### src/rtl/tdc_readout_ctrl.sv
`default_nettype none
// ============================================================================
//  Module   : tdc_readout_ctrl
//  Purpose  : Forwards TDC timestamps into the measurement FIFO during the
//             write window and dumps the FIFO as a framed byte packet
//             (sync, 16-bit count, words MSB-first) to a UART transmitter.
//  Revision : 1.0  initial release
// ============================================================================
module tdc_readout_ctrl #(
    parameter int         DATA_W    = 32,
    parameter int         CNT_W     = 16,
    parameter logic [7:0] SYNC_BYTE = 8'hA5
) (
    input  logic              clk,
    input  logic              rst,
    input  logic              start_wr,
    input  logic              start_rd,
    input  logic              hit_valid,
    input  logic [DATA_W-1:0] hit_data,
    input  logic              fifo_full,
    input  logic              fifo_empty,
    output logic              fifo_wr_en,
    output logic [DATA_W-1:0] fifo_wr_data,
    output logic              fifo_rd_en,
    input  logic [DATA_W-1:0] fifo_rd_data,
    output logic              tx_valid,
    output logic [7:0]        tx_data,
    input  logic              tx_ready,
    input  logic              cts,
    output logic              busy,
    output logic [CNT_W-1:0]  word_count,
    output logic              write_err,
    output logic              read_err
);

    localparam int c_BYTES  = DATA_W / 8;
    localparam int c_BIDX_W = (c_BYTES > 1) ? $clog2(c_BYTES) : 1;

    typedef enum logic [2:0] {
        S_IDLE = 3'd0,
        S_HDR0 = 3'd1,
        S_HDR1 = 3'd2,
        S_HDR2 = 3'd3,
        S_POP  = 3'd4,
        S_LOAD = 3'd5,
        S_SEND = 3'd6,
        S_DONE = 3'd7
    } state_t;

    state_t                r_state;
    state_t                w_next;
    logic                  r_start_wr_d;
    logic                  r_start_rd_d;
    logic [CNT_W-1:0]      r_word_count;
    logic [CNT_W-1:0]      r_words_left;
    logic [DATA_W-1:0]     r_shift;
    logic [c_BIDX_W-1:0]   r_byte_idx;
    logic                  r_wr_en;
    logic [DATA_W-1:0]     r_wr_data;
    logic                  r_write_err;
    logic                  r_read_err;

    logic                  w_wr_rise;
    logic                  w_rd_rise;
    logic                  w_idle;
    logic                  w_hit_ok;
    logic                  w_hit_accept;
    logic                  w_tx_valid;
    logic                  w_xfer;
    logic                  w_last_byte;
    logic [15:0]           w_hdr_cnt;
    logic [7:0]            w_tx_data;
    logic                  w_rd_en;
    logic                  w_set_rd_err;
    logic                  w_clr_cnt;
    logic                  w_latch_cnt;

    assign w_wr_rise    = start_wr & ~r_start_wr_d;
    assign w_rd_rise    = start_rd & ~r_start_rd_d;
    assign w_idle       = (r_state == S_IDLE);
    assign w_hit_ok     = hit_valid & start_wr & w_idle;
    assign w_hit_accept = w_hit_ok & ~fifo_full;
    assign w_tx_valid   = (r_state == S_HDR0) || (r_state == S_HDR1) ||
                          (r_state == S_HDR2) || (r_state == S_SEND);
    assign w_xfer       = w_tx_valid & tx_ready & cts;
    assign w_last_byte  = (r_byte_idx == c_BIDX_W'(c_BYTES - 1));
    // Header always carries two count bytes; narrower counters are zero-extended.
    assign w_hdr_cnt    = 16'(r_words_left);

    // State register.
    always_ff @(posedge clk or posedge rst) begin
        if (rst) begin
            r_state <= S_IDLE;
        end else begin
            r_state <= w_next;
        end
    end

    // Next-state logic and per-state controls.
    always_comb begin
        w_next       = r_state;
        w_tx_data    = 8'h00;
        w_rd_en      = 1'b0;
        w_set_rd_err = 1'b0;
        w_clr_cnt    = 1'b0;
        w_latch_cnt  = 1'b0;
        case (r_state)
            S_IDLE: begin
                // A request during the write window is dropped, not queued.
                if (w_rd_rise && !start_wr) begin
                    w_next      = S_HDR0;
                    w_latch_cnt = 1'b1;
                end
            end
            S_HDR0: begin
                w_tx_data = SYNC_BYTE;
                if (w_xfer) w_next = S_HDR1;
            end
            S_HDR1: begin
                w_tx_data = w_hdr_cnt[15:8];
                if (w_xfer) w_next = S_HDR2;
            end
            S_HDR2: begin
                w_tx_data = w_hdr_cnt[7:0];
                if (w_xfer) begin
                    if (r_words_left == '0) begin
                        w_next = S_DONE;
                    end else if (fifo_empty) begin
                        w_set_rd_err = 1'b1;
                        w_next       = S_DONE;
                    end else begin
                        w_next = S_POP;
                    end
                end
            end
            S_POP: begin
                w_rd_en = 1'b1;
                w_next  = S_LOAD;
            end
            S_LOAD: begin
                w_next = S_SEND;
            end
            S_SEND: begin
                w_tx_data = r_shift[DATA_W-1 -: 8];
                if (w_xfer && w_last_byte) begin
                    if (r_words_left == '0) begin
                        w_next = S_DONE;
                    end else if (fifo_empty) begin
                        w_set_rd_err = 1'b1;
                        w_next       = S_DONE;
                    end else begin
                        w_next = S_POP;
                    end
                end
            end
            S_DONE: begin
                w_clr_cnt = 1'b1;
                w_next    = S_IDLE;
            end
            default: begin
                w_next = S_IDLE;
            end
        endcase
    end

    // Edge detectors for the window/request levels.
    always_ff @(posedge clk or posedge rst) begin
        if (rst) begin
            r_start_wr_d <= 1'b0;
            r_start_rd_d <= 1'b0;
        end else begin
            r_start_wr_d <= start_wr;
            r_start_rd_d <= start_rd;
        end
    end

    // Readout datapath: remaining-word counter, word shifter, byte index.
    always_ff @(posedge clk or posedge rst) begin
        if (rst) begin
            r_words_left <= '0;
            r_shift      <= '0;
            r_byte_idx   <= '0;
        end else begin
            if (w_latch_cnt) begin
                r_words_left <= r_word_count;
            end else if (w_rd_en) begin
                r_words_left <= r_words_left - 1'b1;
            end
            if (r_state == S_LOAD) begin
                r_shift    <= fifo_rd_data;
                r_byte_idx <= '0;
            end else if ((r_state == S_SEND) && w_xfer) begin
                r_shift    <= r_shift << 8;
                r_byte_idx <= r_byte_idx + 1'b1;
            end
        end
    end

    // Write path: one-cycle registered forward of accepted hits.
    always_ff @(posedge clk or posedge rst) begin
        if (rst) begin
            r_wr_en   <= 1'b0;
            r_wr_data <= '0;
        end else begin
            r_wr_en <= w_hit_accept;
            if (w_hit_accept) begin
                r_wr_data <= hit_data;
            end
        end
    end

    // Word counter and sticky error flags; a new write window starts clean.
    always_ff @(posedge clk or posedge rst) begin
        if (rst) begin
            r_word_count <= '0;
            r_write_err  <= 1'b0;
            r_read_err   <= 1'b0;
        end else begin
            if (w_clr_cnt) begin
                r_word_count <= '0;
            end else if (w_wr_rise && w_idle) begin
                r_word_count <= w_hit_accept ? CNT_W'(1) : '0;
            end else if (w_hit_accept && (r_word_count != '1)) begin
                r_word_count <= r_word_count + 1'b1;
            end

            if (w_wr_rise && w_idle) begin
                r_write_err <= w_hit_ok & fifo_full;
                r_read_err  <= 1'b0;
            end else begin
                if (w_hit_ok && fifo_full) r_write_err <= 1'b1;
                if (w_set_rd_err)          r_read_err  <= 1'b1;
            end
        end
    end

    assign fifo_wr_en   = r_wr_en;
    assign fifo_wr_data = r_wr_data;
    assign fifo_rd_en   = w_rd_en;
    assign tx_valid     = w_tx_valid;
    assign tx_data      = w_tx_data;
    assign busy         = (r_state != S_IDLE) && (r_state != S_DONE);
    assign word_count   = r_word_count;
    assign write_err    = r_write_err;
    assign read_err     = r_read_err;

endmodule
`default_nettype wire

### config.mk
export PLATFORM = sky130hd
export DESIGN_NAME = tdc_readout_ctrl
export DESIGN_NICKNAME = d
export VERILOG_FILES = /design/src/rtl/tdc_readout_ctrl.sv
export SDC_FILE = /design/constraint.sdc
export NUM_CORES = 1
export LEC_CHECK = 0
export ABC_AREA = 1
export CORE_ASPECT_RATIO = 1.4
export CORE_MARGIN = 4
export CORE_UTILIZATION = 45
export DETAILED_ROUTE_END_ITERATION = 7
export GPL_TIMING_DRIVEN = 0
export PLACE_DENSITY = 0.77
export SKIP_CTS_REPAIR_TIMING = 1
export SLEW_MARGIN = 10
export SYNTH_ARGS = -nofsm -noshare
export SYNTH_HDL_FRONTEND = slang
export SYNTH_SLANG_ARGS = --single-unit
export TNS_END_PERCENT = 50
### constraint.sdc
create_clock -name clk -period 3.7 [get_ports clk]
set_input_delay 0.925 -clock clk [delete_from_list [all_inputs] [get_ports clk]]
set_output_delay 0.925 -clock clk [all_outputs]
set_load 0.05 [all_outputs]
# == Yosys cells after proc, flatten, opt, wreduce, memory -nomap -nowiden ==
# Cells that the tools add are included.
# word_totals
register_bits,106
# op_classes
addsub,3
n_eq_ne,15
muxes,32
n_bitwise,11
n_reduce_logical,20
# op_table
cell,n
16-bit two-way mux,5
32-bit two-way mux,2
8-bit case mux with 4 select lines,1
3-bit case mux with 8 select lines,1
16-bit by 1-bit adder with 16-bit output (second input constant),1
16-bit logical NOT,1
16-bit inequality test (second input constant),1
16-bit by 1-bit subtractor with 16-bit output (second input constant),1
3-bit two-way mux,5
1-bit two-way mux,13
3-bit == test (second input constant),4
1-bit bitwise AND,8
2-bit two-way mux,4
2-bit nonzero test,4
1-bit logical AND,7
3-bit by 2-bit == test with 1-bit output (second input constant),2
2-bit inequality test (second input constant),3
3-bit nonzero test,2
5-bit AND reduction,1
2-bit by 1-bit inequality test with 1-bit output (second input constant),2
3-bit by 1-bit == test with 1-bit output (second input constant),1
3-bit logical NOT,1
1-bit logical OR,3
3-bit inequality test (second input constant),1
other kinds (5),7

# == Logic depth before layout (Yosys ltp) ==
# Gate-level depths: netlist of run 1.
# depth
ltp_word,11
ltp_mapped,10
depth_no_buf,10

# == Worst setup path before layout of run 1 ==
# OpenSTA, ideal clock, no wires.
# synth_path
kind,register to output
startpoint,reg r_state[0]
endpoint,out tx_data[6]
arrival_ns,1.691
path_slack_ns,1.084
stages_incl_launch_ff,7
path_buffers,1
cell_sequence,dfrtp_1 buf_6 inv_2 nand2_2 nor2_4 inv_4 o221ai_1
# synth_between
elab_chain_cells,2
word_cells_on_any_way,5
cone_classes,eq/ne: 4; mux: 1
# synth_rtl
item,line_no,rtl
"start, declared",50,state_t r_state;
"start signal, assigned",95,r_state <= w_next;
"3-bit == test, or another cell as far along",107,case (r_state)
8-bit case mux with 4 select lines *,107,
"end, declared",27,"output logic [7:0] tx_data,"
# Every way passes the cells marked *; elsewhere a longest branch is shown, timed or not.

# == Final worst setup path of run 1 ==
# layout_path
startpoint,reg r_state[1]
endpoint,out fifo_rd_en
# layout_between
elab_chain_cells,2
# layout_rtl
item,line_no,rtl
3-bit == test,107,
1-bit two-way mux,107,
"end, declared",24,"output logic fifo_rd_en,"
# No other way between the ends.

==> results of run 1 <==
-- cell usage after synthesis --
library cell / number
inv_1: 63
nand4_1: 10
nor2_1: 54
nor2_2: 3
a32oi_1: 1
nand3_4: 1
nor3_1: 1
o2111ai_1: 1
nand3b_1: 1
inv_4: 3
nand2_2: 2
o221ai_1: 8
xnor2_1: 1
clkbuf_1: 4
o21ai_0: 35
nor2_4: 2
inv_2: 6
o211ai_1: 7
and2_1: 1
dfrtp_1: 106
ha_1: 3
nand3_1: 35
nand2_4: 2
xor2_1: 10
buf_1: 3
buf_2: 8
buf_6: 4
a22oi_1: 12
a22o_1: 1
clkinv_1: 1
nand2_1: 259
o21ai_1: 1
o22ai_1: 8
nor2_8: 3
a21oi_1: 21
-- logic make-up (layout without fill, tap and decap cells) --
kind of cell / after synthesis / in the layout / share of synthesized area
DFF: 106 / 106 / 0.497
adders and majority gates: 3 / 3 / 0.00703
AOI/OAI and AO/OA: 95 / 95 / 0.108
and+or+nand+nor: 374 / 374 / 0.297
xor gates and xnor gates: 11 / 11 / 0.0180
buffers and inverters: 92 / 243 / 0.0736
-- stage by stage --
| stage | utilization | cells | instance area (um2) | worst slack (ps) |
|---|---|---|---|---|
| after floorplan | - | 681 | 5340 | 1080 |
| after global placement | 0.599 | 959 | 6860 | 458 |
| after detailed placement | 0.605 | 962 | 6930 | 675 |
| after CTS | 0.631 | 976 | 7220 | 296 |
| after global routing | 0.631 | 976 | 7220 | 188 |
| final | 0.631 | 976 | 7220 | 297 |
-- power by group --
group | switching, uW | total (uW) | internal, uW
sequential | 282 | 1900 | 1620
combinational | 2120 | 3170 | 1050
clock | 417 | 954 | 537
total | 2820 | 6020 | 3210
-- cell type report --
class	count	share of cell area
repair buffers	137	0.195
multi-input cells	483	0.318
clock inverters	4	0.00710
well taps	144	0.0249
clock buffers	10	0.0331
flip-flops and latches	106	0.367
inverters	73	0.0395
plain buffers	19	0.0154
-- state kept, by name, indices dropped and copies added (netlist names), 2 cells and up --
| name | count |
|---|---|
| fifo_wr_data | 32 |
| r_shift | 32 |
| word_count | 16 |
| r_words_left | 16 |
| r_byte_idx | 2 |
| r_state | 3 |
-- path summary, 6_finish.rpt --
path | startpoint | depth (start not counted) | to
setup reg to reg | word_count[0] | 8 | word_count[5]
max in group asynchronous | rst | 4 | r_state[1]
min in group asynchronous | rst | 2 | fifo_wr_data[25]
hold reg to reg | r_shift[4] | 2 | r_shift[4]
setup / recovery | r_state[1] | 6 | fifo_rd_en
hold / removal | r_shift[4] | 2 | r_shift[4]
-- layer usage --
metal  share of wire  wire length, um  vias to the layer above
met4           0.034              512                        0
met1            0.38             5750                     2385
met5               0                0                        -
met2            0.53             7900                      168
met3           0.053              788                       32
li1                -                -                     2473
-- worst max-delay path, cell delays in order, from the launching register on --
cell,delay [ps]
dfrtp_1,370
buf_6,140
nor2_8,110
nand2_1,210
inv_1,180
buf_2,260
clkdlybuf4s50_1,850
==> results_dict.tcl, run 1 <==
set metrics [dict create \
    status "completed" \
    start_util 0.466 \
    clk_pin_slew_ps 70 \
    final-max-slew-violation-count 0 \
    cp.required_ps 2770 \
    antenna_left 0 \
    hold_path.class "reg2reg" \
    gp_congestion 0.902 \
    drc 0 \
    clock_skew_ps 9.42 \
    grt_overflow_total 0 \
    syn2layout_area_growth_pct 35.3 \
    synth_warnings 0 \
    syn_nets 757 \
    rows 46 \
    nNetsFinal 905 \
    wl_um 14900 \
    clock-sinks 106 \
    vias_per_cell 5.18 \
    synth-seq-cells 106 \
    clockRootBuffer "clkbuf_16" \
    cp_max_fo 10 \
    die_h_um 137 \
    antenna_found_initial 0 \
    final_common_cell "nand2_1" \
    synth_area_leader_cell "dfrtp_1" \
    slew_headroom 0.614 \
    tritoncts "yes" \
    placeableCoreArea_um2 11500 \
    drive_gt1_frac 0.0625 \
    worst_slew_pin_slew_ps 578 \
    worstSkewPairLatency_ps 350 \
    use_met2 0.391 \
    power_uw 6020 \
    grt_busiest_layer "met2" \
    grt_max_degree 35 \
    cp-start-kind "flip-flop" \
    power.leakage_uw 0.00344 \
    synthDistinctLibCells 35 \
    fp.dieArea_um2 13700 \
    worstSetupEndpointType "output pin" \
    numCtsBuffers 9 \
    syn_area_per_cell_um2 7.84 \
    mappedNetlistArea_um2 5340 \
    grt.met1_usage 0.258 \
    vdd_ir_drop_max_v 0.000533 \
    ios 135 \
    grt_usage 0.221 \
    rsz0062_at_grt "no" \
    hold_violations 0 \
    diodes 0 \
    post-dp-hpwl_um 11500 \
    io_buffers 134 \
    drt_first_pass_iters 6 \
    synth_cells 681 \
    n_fill_cell 979 \
    post-synth-top-area-fraction 0.497 \
    met3_usage 0.0357 \
    cp.arrival_ps 2480 \
    fin_setup_tns_ps 0 \
    synth_area_leaders "dfrtp_1 (50%), nand2_1 (18%), inv_1 (4.4%), nor2_1 (3.8%), nand3_1 (3.3%)" \
    max_freq_mhz 294 \
    clockBufferDepth 2 \
    r2r_slack_ps 1760 \
    setup_viol 0 \
    layout_common_cells "nand2_1 (259), clkdlybuf4s50_1 (134), dfrtp_1 (106), inv_1 (62), nor2_1 (54)" \
    finalCriticalPeriod_ps 3400 \
    grt_first_pass_wirelength_um 24100 \
    period_share 0.920 \
    vias 5058 \
    wl_per_cell_um 15.3 \
    drt_iter0_drc 249 \
    seq_area_um2 2650 \
    critical_path_class "reg2out" \
    multiInputGateArea_um2 2290 \
    hold_slack_ps 473 \
    die_w_um 100 \
    power_density_nw_per_um2 834 \
    maxCapViolations 0 \
    ys_seq_area_frac 0.497 \
    grt_pass1_vias 5135 \
    htree_levels 3 \
]
Power figures use the tool's default switching activity.
==> run 2, diff against run 1 <==
- CORE_MARGIN: 4 -> 1.5
==> run 2 against run 1 <==
Net effect:
- critical endpoint unchanged
- hold slack hardly changed
- sequential power hardly changed
- cell count is 0.20% higher
- via count is 0.83% higher
- cell area is 0.26% lower
- global-route usage is 2.3 points higher
- non-clock buffer count stayed put
- die area is 8.5% lower
==> results_dict.tcl, run 2 (synthesized netlist as in run 1, its figures left out) <==
set metrics [dict create \
    rr_worst_depth 10 \
    setup_viol 0 \
    gp_congestion 0.889 \
    grt_usage 0.244 \
    rsz0062_at_grt "no" \
    fin_setup_tns_ps 0 \
    vdd_ir_drop_max_v 0.000514 \
    period_share 0.922 \
    clock-sinks 106 \
    die_w_um 95.1 \
    max_freq_mhz 293 \
    wl_per_cell_um 14.9 \
    drive_gt1_frac 0.0635 \
    worst_slew_pin_slew_ps 549 \
    numCtsBuffers 9 \
    layout_common_cells "nand2_1 (259), clkdlybuf4s50_1 (134), dfrtp_1 (106), inv_1 (62), nor2_1 (54)" \
    grt_pass1_vias 5082 \
    cp.arrival_ps 2490 \
    drt_iter0_drc 267 \
    min_delay_path_depth 2 \
    vias_per_cell 5.21 \
    maxCapViolations 0 \
    vias 5100 \
    grt_max_degree 37 \
    drc 0 \
    dp.cells 962 \
    grt_first_pass_wirelength_um 24000 \
    grt_overflow_total 0 \
    nNetsFinal 905 \
    hold_path.class "reg2reg" \
    drt_first_pass_iters 4 \
    syn2layout_area_growth_pct 34.9 \
    ios 135 \
    final_common_cell "nand2_1" \
    wl_um 14600 \
    clock_skew_ps 9.24 \
    htree_levels 3 \
    clockBufferDepth 2 \
    clk_pin_slew_ps 70 \
    antenna_left 0 \
    power_density_nw_per_um2 828 \
    cp-start-kind "flip-flop" \
    hold_violations 0 \
    cp_max_fo 10 \
    io_buffers 134 \
    status "completed" \
    clockRootBuffer "clkbuf_16" \
    worstSetupEndpointType "output pin" \
    antenna_found_initial 0 \
    rows 46 \
    diodes 0 \
    post-dp-hpwl_um 11300 \
    fp.dieArea_um2 12500 \
    tritoncts "yes" \
    die_h_um 132 \
    slew_headroom 0.633 \
    critical_path_class "reg2out" \
    worstSkewPairLatency_ps 340 \
    placeableCoreArea_um2 11500 \
    cp.required_ps 2770 \
    final_cells 978 \
    start_util 0.466 \
    finalCriticalPeriod_ps 3410 \
    final-max-slew-violation-count 0 \
    power.leakage_uw 0.00344 \
]
==> run 2: changes by cell type in the layout (fill, tap and decap cells not counted), sizes merged <==
cell	previous run	this run
clkinv	2	4
bufinv	1	0
clkbuf	14	15
clkinvlp	2	1
inv	72	73
==> run 2: path summary, 6_finish.rpt <==
kind                       slack, ps               end           from
max                              290        fifo_rd_en     r_state[1]
min                              470        r_shift[1]     r_shift[1]
max reg2reg                     1770    word_count[14]  word_count[0]
min reg2reg                      470        r_shift[1]     r_shift[1]
max in group asynchronous       2140   r_words_left[2]            rst
min in group asynchronous        900  fifo_wr_data[27]            rst
==> run 2: power breakdown <==
group          switching (uW)  internal (uW)
combinational            2100           1050
clock                     432            480
sequential                280           1620
==> run 2: cell type report <==
class,count,area (um2)
Multi-Input combinational cell,483,2290
Sequential cell,106,2650
Tap cell,144,180
Inverter,73,285
Clock buffer,11,243
Clock inverter,5,36.3
Timing Repair Buffer,137,1400
Fill cell,994,4250
Buffer,19,111
==> run 2: through the flow <==
stage	instance area [um2]	worst slack, ps	hold WS, ps	util	power, uW
6_report	7200	288	473	0.629	5960
5_1_grt	7200	167	496	0.629	6330
2_1_floorplan	5340	1080	443	-	4040
3_3_place_gp	6860	451	454	0.599	4980
4_1_cts	7200	301	477	0.629	5980
3_5_place_dp	6920	667	460	0.605	5060
==> run 2: critical path: stages (launching register included) <==
cell and delay (ps):
dfrtp_1 370, buf_6 140, nor2_8 110, nand2_1 220
inv_1 200, buf_2 260, clkdlybuf4s50_1 840
==> run 2: routing by layer <==
layer | wire, um | track usage | vias up
li1 | - | - | 2486
met1 | 5800 | 0.292 | 2390
met2 | 7530 | 0.415 | 178
met3 | 699 | 0.0456 | 46
met4 | 573 | 0.114 | 0
met5 | 0 | 0 | -
